File: config.mk
export PLATFORM = sky130hd
export DESIGN_NAME = expr_reuse_sched
export DESIGN_NICKNAME = d
export VERILOG_FILES = /design/src/rtl/expr_reuse_sched.sv
export SDC_FILE = /design/constraint.sdc
export NUM_CORES = 1
export LEC_CHECK = 0
export CAP_MARGIN = 40
export CORE_ASPECT_RATIO = 0.9
export CORE_UTILIZATION = 55
export CTS_BUF_LIST = sky130_fd_sc_hd__clkbuf_8
export DETAILED_ROUTE_END_ITERATION = 10
export PLACE_DENSITY = 0.84
export SYNTH_ARGS = -nofsm -noshare
export SYNTH_HDL_FRONTEND = slang
export SYNTH_SLANG_ARGS = --single-unit
File: constraint.sdc
create_clock -name clk -period 7.9 [get_ports clk]
set_input_delay 1.58 -clock clk [delete_from_list [all_inputs] [get_ports clk]]
set_output_delay 1.58 -clock clk [all_outputs]
set_load 0.02 [all_outputs]
File: src/rtl/expr_reuse_sched.sv
// expr_reuse_sched: shares one pipelined bitwise-op unit between NREQ requesters.
// A small fully associative cache keyed by the normalised expression (op, a, b)
// answers redundant expressions without re-issuing them to the unit.
module expr_reuse_sched #(
  parameter int W    = 8,
  parameter int NREQ = 2,
  parameter int NENT = 4,
  parameter int LAT  = 2
) (
  input  logic              clk,
  input  logic              reset_n,
  input  logic [NREQ-1:0]   req_valid,
  output logic [NREQ-1:0]   req_ready,
  input  logic [2*NREQ-1:0] req_op,
  input  logic [W*NREQ-1:0] req_a,
  input  logic [W*NREQ-1:0] req_b,
  output logic [NREQ-1:0]   rsp_valid,
  output logic [W*NREQ-1:0] rsp_data,
  output logic [NREQ-1:0]   rsp_hit,
  input  logic              flush,
  output logic [15:0]       hit_count
);

  localparam int IW = (NREQ > 1) ? $clog2(NREQ) : 1;
  localparam int EW = (NENT > 1) ? $clog2(NENT) : 1;
  localparam int CW = (LAT > 1) ? $clog2(LAT) : 1;

  typedef enum logic [1:0] {ST_IDLE = 2'd0, ST_EXEC = 2'd1, ST_RESP = 2'd2} state_t;

  // Shared logic unit function: 00 AND, 01 OR, 10 XOR, 11 ANDN (a & ~b).
  function automatic logic [W-1:0] alu_f(input logic [1:0] op, input logic [W-1:0] a,
                                          input logic [W-1:0] b);
    logic [W-1:0] r;
    case (op)
      2'b00:   r = a & b;
      2'b01:   r = a | b;
      2'b10:   r = a ^ b;
      2'b11:   r = a & ~b;
      default: r = {W{1'b0}};
    endcase
    return r;
  endfunction

  state_t            state_r;
  logic [IW-1:0]     rr_r;
  logic [IW-1:0]     id_r;
  logic [EW-1:0]     fifo_r;
  logic [CW-1:0]     cnt_r;
  logic              fill_pend_r;
  logic [1:0]        key_op_r;
  logic [W-1:0]      key_a_r;
  logic [W-1:0]      key_b_r;
  logic [W-1:0]      res_r;
  logic [W-1:0]      res_pipe_r [LAT];
  logic [NENT-1:0]   ent_valid_r;
  logic [1:0]        ent_op_r   [NENT];
  logic [W-1:0]      ent_a_r    [NENT];
  logic [W-1:0]      ent_b_r    [NENT];
  logic [W-1:0]      ent_data_r [NENT];
  logic [NREQ-1:0]   rsp_valid_r;
  logic [NREQ-1:0]   rsp_hit_r;
  logic [W*NREQ-1:0] rsp_data_r;
  logic [15:0]       hit_count_r;

  logic              gnt_any_s;
  logic [IW-1:0]     gnt_id_s;
  logic              hs_s;
  logic [NREQ-1:0]   ready_s;
  logic [1:0]        sel_op_s;
  logic [W-1:0]      sel_a_s;
  logic [W-1:0]      sel_b_s;
  logic              swap_s;
  logic [W-1:0]      key_a_s;
  logic [W-1:0]      key_b_s;
  logic              hit_s;
  logic [W-1:0]      hit_data_s;

  // Round-robin search: first valid requester at or after the RR pointer.
  always_comb begin
    int  idx;
    logic take;
    gnt_any_s = 1'b0;
    gnt_id_s  = {IW{1'b0}};
    idx       = 0;
    take      = 1'b0;
    for (int i = 0; i < NREQ; i++) begin
      idx       = (int'(rr_r) + i >= NREQ) ? int'(rr_r) + i - NREQ : int'(rr_r) + i;
      take      = !gnt_any_s && req_valid[idx];
      gnt_id_s  = take ? IW'(idx) : gnt_id_s;
      gnt_any_s = gnt_any_s | take;
    end
  end

  assign hs_s = (state_r == ST_IDLE) && reset_n && gnt_any_s;

  // One-hot ready toward the granted requester, only in IDLE.
  always_comb begin
    ready_s           = {NREQ{1'b0}};
    ready_s[gnt_id_s] = hs_s;
  end

  // Select the granted request and normalise commutative operands to (min, max).
  always_comb begin
    sel_op_s = req_op[int'(gnt_id_s)*2 +: 2];
    sel_a_s  = req_a[int'(gnt_id_s)*W +: W];
    sel_b_s  = req_b[int'(gnt_id_s)*W +: W];
    swap_s   = (sel_op_s != 2'b11) && (sel_a_s > sel_b_s);
    key_a_s  = swap_s ? sel_b_s : sel_a_s;
    key_b_s  = swap_s ? sel_a_s : sel_b_s;
  end

  // Associative lookup against all valid entries; keys are unique so OR-merge is safe.
  always_comb begin
    logic m;
    hit_s      = 1'b0;
    hit_data_s = {W{1'b0}};
    m          = 1'b0;
    for (int e = 0; e < NENT; e++) begin
      m          = ent_valid_r[e] && (ent_op_r[e] == sel_op_s) &&
                   (ent_a_r[e] == key_a_s) && (ent_b_r[e] == key_b_s);
      hit_s      = hit_s | m;
      hit_data_s = hit_data_s | (m ? ent_data_r[e] : {W{1'b0}});
    end
  end

  // Scheduler FSM, unit pipeline, cache fill/flush and registered response outputs.
  always_ff @(posedge clk) begin
    if (!reset_n) begin
      state_r     <= ST_IDLE;
      rr_r        <= {IW{1'b0}};
      id_r        <= {IW{1'b0}};
      fifo_r      <= {EW{1'b0}};
      cnt_r       <= {CW{1'b0}};
      fill_pend_r <= 1'b0;
      key_op_r    <= 2'b00;
      key_a_r     <= {W{1'b0}};
      key_b_r     <= {W{1'b0}};
      res_r       <= {W{1'b0}};
      ent_valid_r <= {NENT{1'b0}};
      rsp_valid_r <= {NREQ{1'b0}};
      rsp_hit_r   <= {NREQ{1'b0}};
      rsp_data_r  <= {(W*NREQ){1'b0}};
      hit_count_r <= 16'h0000;
      for (int k = 0; k < LAT; k++) res_pipe_r[k] <= {W{1'b0}};
      for (int e = 0; e < NENT; e++) begin
        ent_op_r[e]   <= 2'b00;
        ent_a_r[e]    <= {W{1'b0}};
        ent_b_r[e]    <= {W{1'b0}};
        ent_data_r[e] <= {W{1'b0}};
      end
    end else begin
      rsp_valid_r <= {NREQ{1'b0}};
      rsp_hit_r   <= {NREQ{1'b0}};
      rsp_data_r  <= {(W*NREQ){1'b0}};
      for (int k = 1; k < LAT; k++) res_pipe_r[k] <= res_pipe_r[k-1];
      case (state_r)
        ST_IDLE: begin
          if (hs_s) begin
            id_r     <= gnt_id_s;
            key_op_r <= sel_op_s;
            key_a_r  <= key_a_s;
            key_b_r  <= key_b_s;
            rr_r     <= (gnt_id_s == IW'(NREQ - 1)) ? {IW{1'b0}} : gnt_id_s + IW'(1);
            if (hit_s) begin
              state_r                          <= ST_RESP;
              fill_pend_r                      <= 1'b0;
              rsp_valid_r[gnt_id_s]            <= 1'b1;
              rsp_hit_r[gnt_id_s]              <= 1'b1;
              rsp_data_r[int'(gnt_id_s)*W +: W] <= hit_data_s;
              hit_count_r <= (hit_count_r != 16'hFFFF) ? hit_count_r + 16'h0001 : hit_count_r;
            end else begin
              state_r       <= ST_EXEC;
              cnt_r         <= CW'(LAT - 1);
              res_pipe_r[0] <= alu_f(sel_op_s, sel_a_s, sel_b_s);
            end
          end else begin
            state_r <= ST_IDLE;
          end
        end
        ST_EXEC: begin
          if (cnt_r == {CW{1'b0}}) begin
            state_r                       <= ST_RESP;
            fill_pend_r                   <= 1'b1;
            res_r                         <= res_pipe_r[LAT-1];
            rsp_valid_r[id_r]             <= 1'b1;
            rsp_data_r[int'(id_r)*W +: W] <= res_pipe_r[LAT-1];
          end else begin
            cnt_r <= cnt_r - CW'(1);
          end
        end
        ST_RESP: begin
          state_r     <= ST_IDLE;
          fill_pend_r <= 1'b0;
          if (fill_pend_r && !flush) begin
            ent_valid_r[fifo_r] <= 1'b1;
            ent_op_r[fifo_r]    <= key_op_r;
            ent_a_r[fifo_r]     <= key_a_r;
            ent_b_r[fifo_r]     <= key_b_r;
            ent_data_r[fifo_r]  <= res_r;
            fifo_r <= (fifo_r == EW'(NENT - 1)) ? {EW{1'b0}} : fifo_r + EW'(1);
          end else begin
            fifo_r <= fifo_r;
          end
        end
        default: state_r <= ST_IDLE;
      endcase
      // Flush overrides any fill landing on the same edge.
      if (flush) ent_valid_r <= {NENT{1'b0}};
    end
  end

  assign req_ready = ready_s;
  assign rsp_valid = rsp_valid_r;
  assign rsp_hit   = rsp_hit_r;
  assign rsp_data  = rsp_data_r;
  assign hit_count = hit_count_r;

endmodule

==> summary.txt, run 1 <==
Synth
  • Yosys warns: 0
  • Mean post-synth cell area: 9.58 um2
  • Synth top area cells: edfxtp_1 (35%), dfxtp_1 (14%), and2_1 (6.0%), a21oi_1 (3.9%), nand2_1 (3.4%)
  • Sequential share of the synthesized area: 0.490
  • Main synth FF type: edfxtp_1
  • Post-synth EDFFs: 120
  • Mapped Area: roughly 0.010 mm2
  • Largest area contributor in the netlist: edfxtp_1
  • Count leader, synth: edfxtp_1
  • Top cells by count, synth: edfxtp_1 (120), and2_1 (100), nand2_1 (94)
  • Fraction of registers with async set/reset: 0
  • Post-synth top area share: 0.347
  • Yosys reg bits: ~190
  • Synthesized netlist cell count: around 1100
  • Synth cell types: between 70 and 80

Finish
  • Nets: approximately 1200
  • Final Cell Area: around 0.012 mm2
  • Share of layout cells above drive strength 1: 0.0818
  • Area Overhead vs Synth: 14.8%
  • N_diodes: 0
  • Fillers: around 1500
  • Register area: roughly 0.005 mm2
  • Multi-input logic area: around 0.005 mm2
  • Final Non-Filler Cells: 1418

STA
  • Least-Margin Pin Slew: between 900 and 1000 ps
  • Hold Fails Final Rpt: 0
  • Fin. max-slew vios: 0
  • Count of final setup violators: 0
  • TNS Setup: 0 ps
  • Post-Route Skew: approximately 19 ps
  • WHS: about 500 ps
  • Tcrit/Tclk final: 0.893
  • RSZ-0062 raised after global routing: false
  • Fmax: around 140 MHz
  • Slew HR: 0.361
  • Fin crit period: slightly above 7000 ps

Worst setup path
  • CP Data Required Time: ~8300 ps
  • CP max FO: 28
  • Cells on worst reg2reg path: 17
  • Most used cell, CP: a21oi_1
  • Slowest stage delay, CP: about 590 ps
  • Startpoint class of the critical path: primary input
  • Slowest-stage cell, CP: a41o_1
  • Reg-to-reg critical path endpoint: hit_count[15]
  • R2R setup slack: just over 2000 ps
  • CP endpoint kind: flop
  • RR Startpoint: rr_r
  • Critical path class: primary input to flop
  • Critical Path, Cell by Cell: clkdlybuf4s50_1 -> nand2b_1 -> nand2_1 -> mux2_2 -> inv_1 -> ha_1 -> and4b_1 -> nand2_1 -> a21oi_1 -> a2111o_1 -> nand2_2 -> a21oi_1 -> xnor2_1 -> nor4bb_1 -> nand4_1 -> a41o_1 -> or4_1 -> a21oi_1
  • Arr. time, crit path: 7460 ps

Placement
  • IO Port Bufs: between 70 and 80
  • Area after DPL: about 0.012 mm2
  • Placed cells: approximately 1400
  • Final GP Congestion: about 0.95
  • Post-DP HPWL: approximately 19000 um

Die
  • Initial core utilization: 0.564
  • CORE AREA: ~0.018 mm2
  • Site Rows: between 40 and 50
  • I/O pin count: 79
  • Die ar.: 0.0194 mm2
  • Die W: 147 um
  • Die Ht: about 130 um

Power
  • PwrDens: around 180 mW/mm2
  • Maximum vdd drop: 114 uV
  • Clock share of power: 0.291
  • Pleak: between 4 and 5 nW
  • Logic pwr share: 0.183
  • Switching power: 0.673 mW
  • Sequential share of power: 0.526
  • Switching Share: 0.309
  • Pint: between 1.5 and 2 mW

Routing
  • Routed Antenna Nets: 0
  • DRC Markers: 0
  • Routed wire length: between 20000 and 30000 um
  • DR vias: roughly 8700
  • Initial DRC count: slightly below 1000
  • Detailed Routing Iterations Pass 1: 6
  • Via/cell ratio: just over 6
  • Routed WL per cell: 19.5 um

Global routing
  • Overflow after GRT: 0
  • Initial antenna violation count: 0
  • GRT Total Usage: 0.286
  • Vias in the first global route: about 8100
  • First-pass GRT wire length: 42800 um
  • Largest net degree at the start of global routing: between 40 and 50

Clock tree
  • Num Clock Sinks: 194
  • CTS resizes: 0
  • H-tree depth: 4
  • Clk Latency, worst-skew pair: roughly 480 ps
  • Post-CTS Setup Inserts: 0
  • Hold_buf cts: 0
  • Clk slew on worst S/H paths: about 110 ps
  • Clk root buf: clkbuf_8
  • Clock Path Buffers: 2
  • Num CTS Buffers: 17
  • CTS tree: built

Worst hold path
  • Hold_sp: res_r[3]
  • Min-Delay Endpoint: res_r[3]
  • Worst hold path class: flop to flop
  • Worst Hold Depth: 2

Status
  • Outcome: finished, final reports clean

Job
  • Max cap viols: 0
## worst max-delay path, delay by kind of cell
family                   cells  cell delay, ps
XOR/XNOR                     1             180
adder cells (fa/ha/maj)      1             300
AND/OR/NAND/NOR              8            2100
AO/OA/AOI/OAI                5            2060
multiplexers                 1             480
buffers and inverters        2             750
## state kept, by name (all words and copies together), names as in the netlist, 8 cells and up
signal	cells
key_a_r	8
ent_data_r	32
key_b_r	8
res_r	8
ent_op_r	8
hit_count	16
res_pipe_r	16
ent_a_r	32
ent_b_r	32
rsp_data	16
## through the flow
step / worst slack [ps] / utilization / power (mW)
2_1_floorplan: 1830 / - / 1.43
3_3_place_gp: 673 / 0.623 / 1.54
3_5_place_dp: 466 / 0.626 / 1.56
4_1_cts: 932 / 0.647 / 2.17
5_1_grt: 419 / 0.647 / 2.26
6_report: 843 / 0.647 / 2.18
## placed cells by master (no fill, tap or decap), types with 26 or more instances in the layout
| cell | n |
|---|---|
| edfxtp_1 | 120 |
| and2_1 | 100 |
| nand2_1 | 94 |
| nor2_1 | 84 |
| a21oi_1 | 80 |
| clkdlybuf4s50_1 | 78 |
| dfxtp_1 | 74 |
| o21ai_0 | 52 |
| inv_1 | 50 |
| and3_1 | 31 |
| buf_4 | 27 |
| nand2b_1 | 26 |
## kinds of logic after synthesis
logic type / count (synthesis) / share of synthesized area
other: 1 / 0.000362
buffers and inverters: 109 / 0.0450
XOR/XNOR: 46 / 0.0388
flip-flops: 194 / 0.490
adder cells (fa/ha/maj): 22 / 0.0265
AO/OA/AOI/OAI: 216 / 0.128
multiplexers: 24 / 0.0262
AND/OR/NAND/NOR: 471 / 0.245
## layout make-up
| cell class | count | area share |
|---|---|---|
| sequential | 194 | 0.427 |
| multi-input combinational | 787 | 0.412 |
| timing repair buffer | 108 | 0.0870 |
| tap | 245 | 0.0257 |
| clock buffer | 18 | 0.0208 |
| inverter | 52 | 0.0164 |
| clock inverter | 14 | 0.0112 |
## power groups by stage
stage                     logic (mW)  registers (mW)  clock network (mW)
after floorplan                0.273            1.16                   0
after global placement         0.375            1.17                   0
after detailed placement       0.386            1.17                   0
after CTS                      0.388            1.15               0.636
after global routing           0.427            1.15               0.675
final                          0.398            1.15               0.634
## metal layers
layer  vias to the layer above  routed length [um]  track usage
met4                         0                 716        0.119
li1                       4019                   -            -
met3                        49                2830       0.0529
met5                         -                   0            0
met2                       490               12500        0.439
met1                      4133               11700        0.398
## how the worst max path moves through the flow
| stage | startpoint | to | slack (ps) | cells past startpoint |
|---|---|---|---|---|
| 4_1_cts | req_valid[0] | hit_count[15] | 930 | 18 |
| 5_1_grt | req_valid[0] | hit_count[15] | 420 | 19 |
| 3_3_place_gp | req_valid[0] | hit_count[15] | 670 | 19 |
| 6_report | req_valid[0] | hit_count[15] | 840 | 18 |
| 3_5_place_dp | req_valid[0] | hit_count[15] | 470 | 18 |
| 2_1_floorplan | req_valid[0] | hit_count[13] | 1830 | 20 |
(Power assumes the default switching activity.)
==> run 2, diff against run 1 <==
- SLEW_MARGIN: default -> 20
==> summary.txt, run 2 (same netlist as run 1, synthesis figures left out) <==
Routing
  • DRC Markers: 0
  • Initial DRC count: roughly 940
  • Routed wire length: roughly 28000 um
  • Via/cell ratio: ~6
  • Routed Antenna Nets: 0
  • DR vias: a little under 9000
  • Routed WL per cell: 19.5 um
  • Detailed Routing Iterations Pass 1: 5

STA
  • RSZ-0062 raised after global routing: false
  • Hold Fails Final Rpt: 0
  • TNS Setup: 0 ps
  • Post-Route Skew: roughly 18 ps
  • Tcrit/Tclk final: 0.900
  • Count of final setup violators: 0
  • Slew HR: 0.415
  • Fmax: between 100 and 150 MHz
  • Fin. max-slew vios: 0
  • Final WS setup: 793 ps
  • Fin crit period: roughly 7000 ps
  • Least-Margin Pin Slew: between 800 and 900 ps

Clock tree
  • CTS resizes: 0
  • Clk root buf: clkbuf_8
  • Num CTS Buffers: 17
  • CTS tree: built
  • Clk Latency, worst-skew pair: 480 ps
  • Num Clock Sinks: approximately 190
  • Clock Path Buffers: 2
  • Post-CTS Setup Inserts: 0
  • Clk slew on worst S/H paths: between 100 and 150 ps
  • Hold_buf cts: 0
  • H-tree depth: 4

Die
  • Site Rows: 47
  • Die Ht: 132 um
  • I/O pin count: 79
  • Die ar.: between 0.015 and 0.02 mm2
  • Initial core utilization: 0.564
  • CORE AREA: ~0.018 mm2
  • Die W: 147 um

Global routing
  • First-pass GRT wire length: ~43000 um
  • Largest net degree at the start of global routing: between 40 and 50
  • GRT Total Usage: 0.287
  • Vias in the first global route: between 8000 and 9000
  • Overflow after GRT: 0
  • Initial antenna violation count: 0

Power
  • Switching power: about 0.67 mW
  • Sequential share of power: 0.513
  • Logic pwr share: 0.178
  • Maximum vdd drop: around 97 uV
  • Clock share of power: 0.308
  • Pleak: around 4.4 nW
  • Pint: roughly 1.6 mW
  • PwrDens: between 150 and 200 mW/mm2
  • Switching Share: 0.302

Finish
  • Share of layout cells above drive strength 1: 0.0810
  • Regs by FF count: ent_a_r x32, ent_b_r x32, ent_data_r x32
  • N_diodes: 0
  • Commonest non-fill, non-tap cell in the layout: edfxtp_1
  • Most frequent cells in the layout: edfxtp_1 (120), and2_1 (100), nand2_1 (94)
  • Nets: 1223
  • Area Overhead vs Synth: 15.1%
  • Final Non-Filler Cells: 1418

Worst hold path
  • Worst Hold Depth: 2
  • Worst hold path class: flop to flop
  • Min-Delay Endpoint: res_r[3]
  • Hold_sp: res_r[3]

Worst setup path
  • Slowest stage delay, CP: roughly 600 ps
  • Cells on worst reg2reg path: 17
  • CP Data Required Time: approximately 8300 ps
  • Arr. time, crit path: between 7000 and 8000 ps
  • Critical path class: primary input to flop
  • Slowest-stage cell, CP: a41o_1
  • Reg-to-reg critical path endpoint: hit_count[15]
  • RR Startpoint: rr_r
  • CP endpoint kind: flop
  • Critical Path, Cell by Cell: clkdlybuf4s50_1 -> nand2b_1 -> nand2_1 -> mux2_2 -> inv_1 -> ha_1 -> and4b_1 -> nand2_1 -> a21oi_1 -> a2111o_1 -> nand2_2 -> a21oi_1 -> xnor2_1 -> nor4bb_1 -> nand4_1 -> a41o_1 -> or4_1 -> a21oi_1
  • CP max FO: 28
  • Startpoint class of the critical path: primary input
  • R2R setup slack: roughly 2000 ps
  • Most used cell, CP: a21oi_1

Placement
  • Final GP Congestion: 0.953
  • Post-DP HPWL: roughly 19000 um
  • Placed cells: 1386
  • IO Port Bufs: 78
  • Pre-CTS setup slack: slightly above 400 ps

Status
  • Outcome: finished, final reports clean

Job
  • Max cap viols: 0
==> run 2: cell count changes in the layout (fill, tap and decap cells not counted) <==
cell | before | now
buf_6 | 0 | 1
clkbuf_8 | 18 | 17
inv_8 | 5 | 3
inv_6 | 3 | 5
bufinv_16 | 0 | 2
clkinv_4 | 2 | 1
inv_4 | 2 | 0
clkinv_8 | 1 | 2
buf_16 | 1 | 0
inv_1 | 50 | 51
==> run 2: layout make-up <==
cell class                      instances  area [um2]
Clock buffer                           17         234
Clock inverter                         15         188
Fill cell                            1418        6470
Inverter                               52         195
Multi-Input combinational cell        787        4910
Sequential cell                       194        5080
Tap cell                              245         307
Timing Repair Buffer                  108        1020
==> run 2: power groups by stage <==
stage | sequential (mW) | combinational [mW] | clock [mW]
global route | 1.15 | 0.427 | 0.730
finish | 1.15 | 0.399 | 0.689
CTS | 1.15 | 0.389 | 0.689
detailed placement | 1.17 | 0.387 | 0
global placement | 1.17 | 0.375 | 0
floorplan | 1.16 | 0.273 | 0
==> run 2: how the worst max path moves through the flow <==
stage,from,to,slack (ps)
global placement,req_valid[0],hit_count[15],670
detailed placement,req_valid[0],hit_count[15],400
global route,req_valid[0],hit_count[15],380
floorplan,req_valid[0],hit_count[13],1830
CTS,req_valid[0],hit_count[15],890
finish,req_valid[0],hit_count[15],790
==> run 2: per-layer routing <==
metal	up-vias	GRT usage	part of all wire
met4	0	0.106	0.025
met5	-	0	0
met1	4157	0.386	0.42
met2	462	0.449	0.45
met3	57	0.0727	0.10
li1	4017	-	-
==> run 2: worst max-delay path: cells and delay by family <==
kind | cells | cell delay (ps)
simple gates | 8 | 2110
buf+inv | 2 | 760
fa+ha+maj | 1 | 310
mux | 1 | 480
xor+xnor | 1 | 190
compound gates | 5 | 2080
==> run 2: stage by stage <==
stage          instance area [um2]  power [mW]  utilization  hold slack (ps)
2_1_floorplan                10400        1.43            -              436
3_3_place_gp                 11500        1.54        0.623              460
3_5_place_dp                 11500        1.56        0.625              477
4_1_cts                      11900        2.23        0.648              492
5_1_grt                      11900        2.31        0.648              521
6_report                     11900        2.23        0.648              492
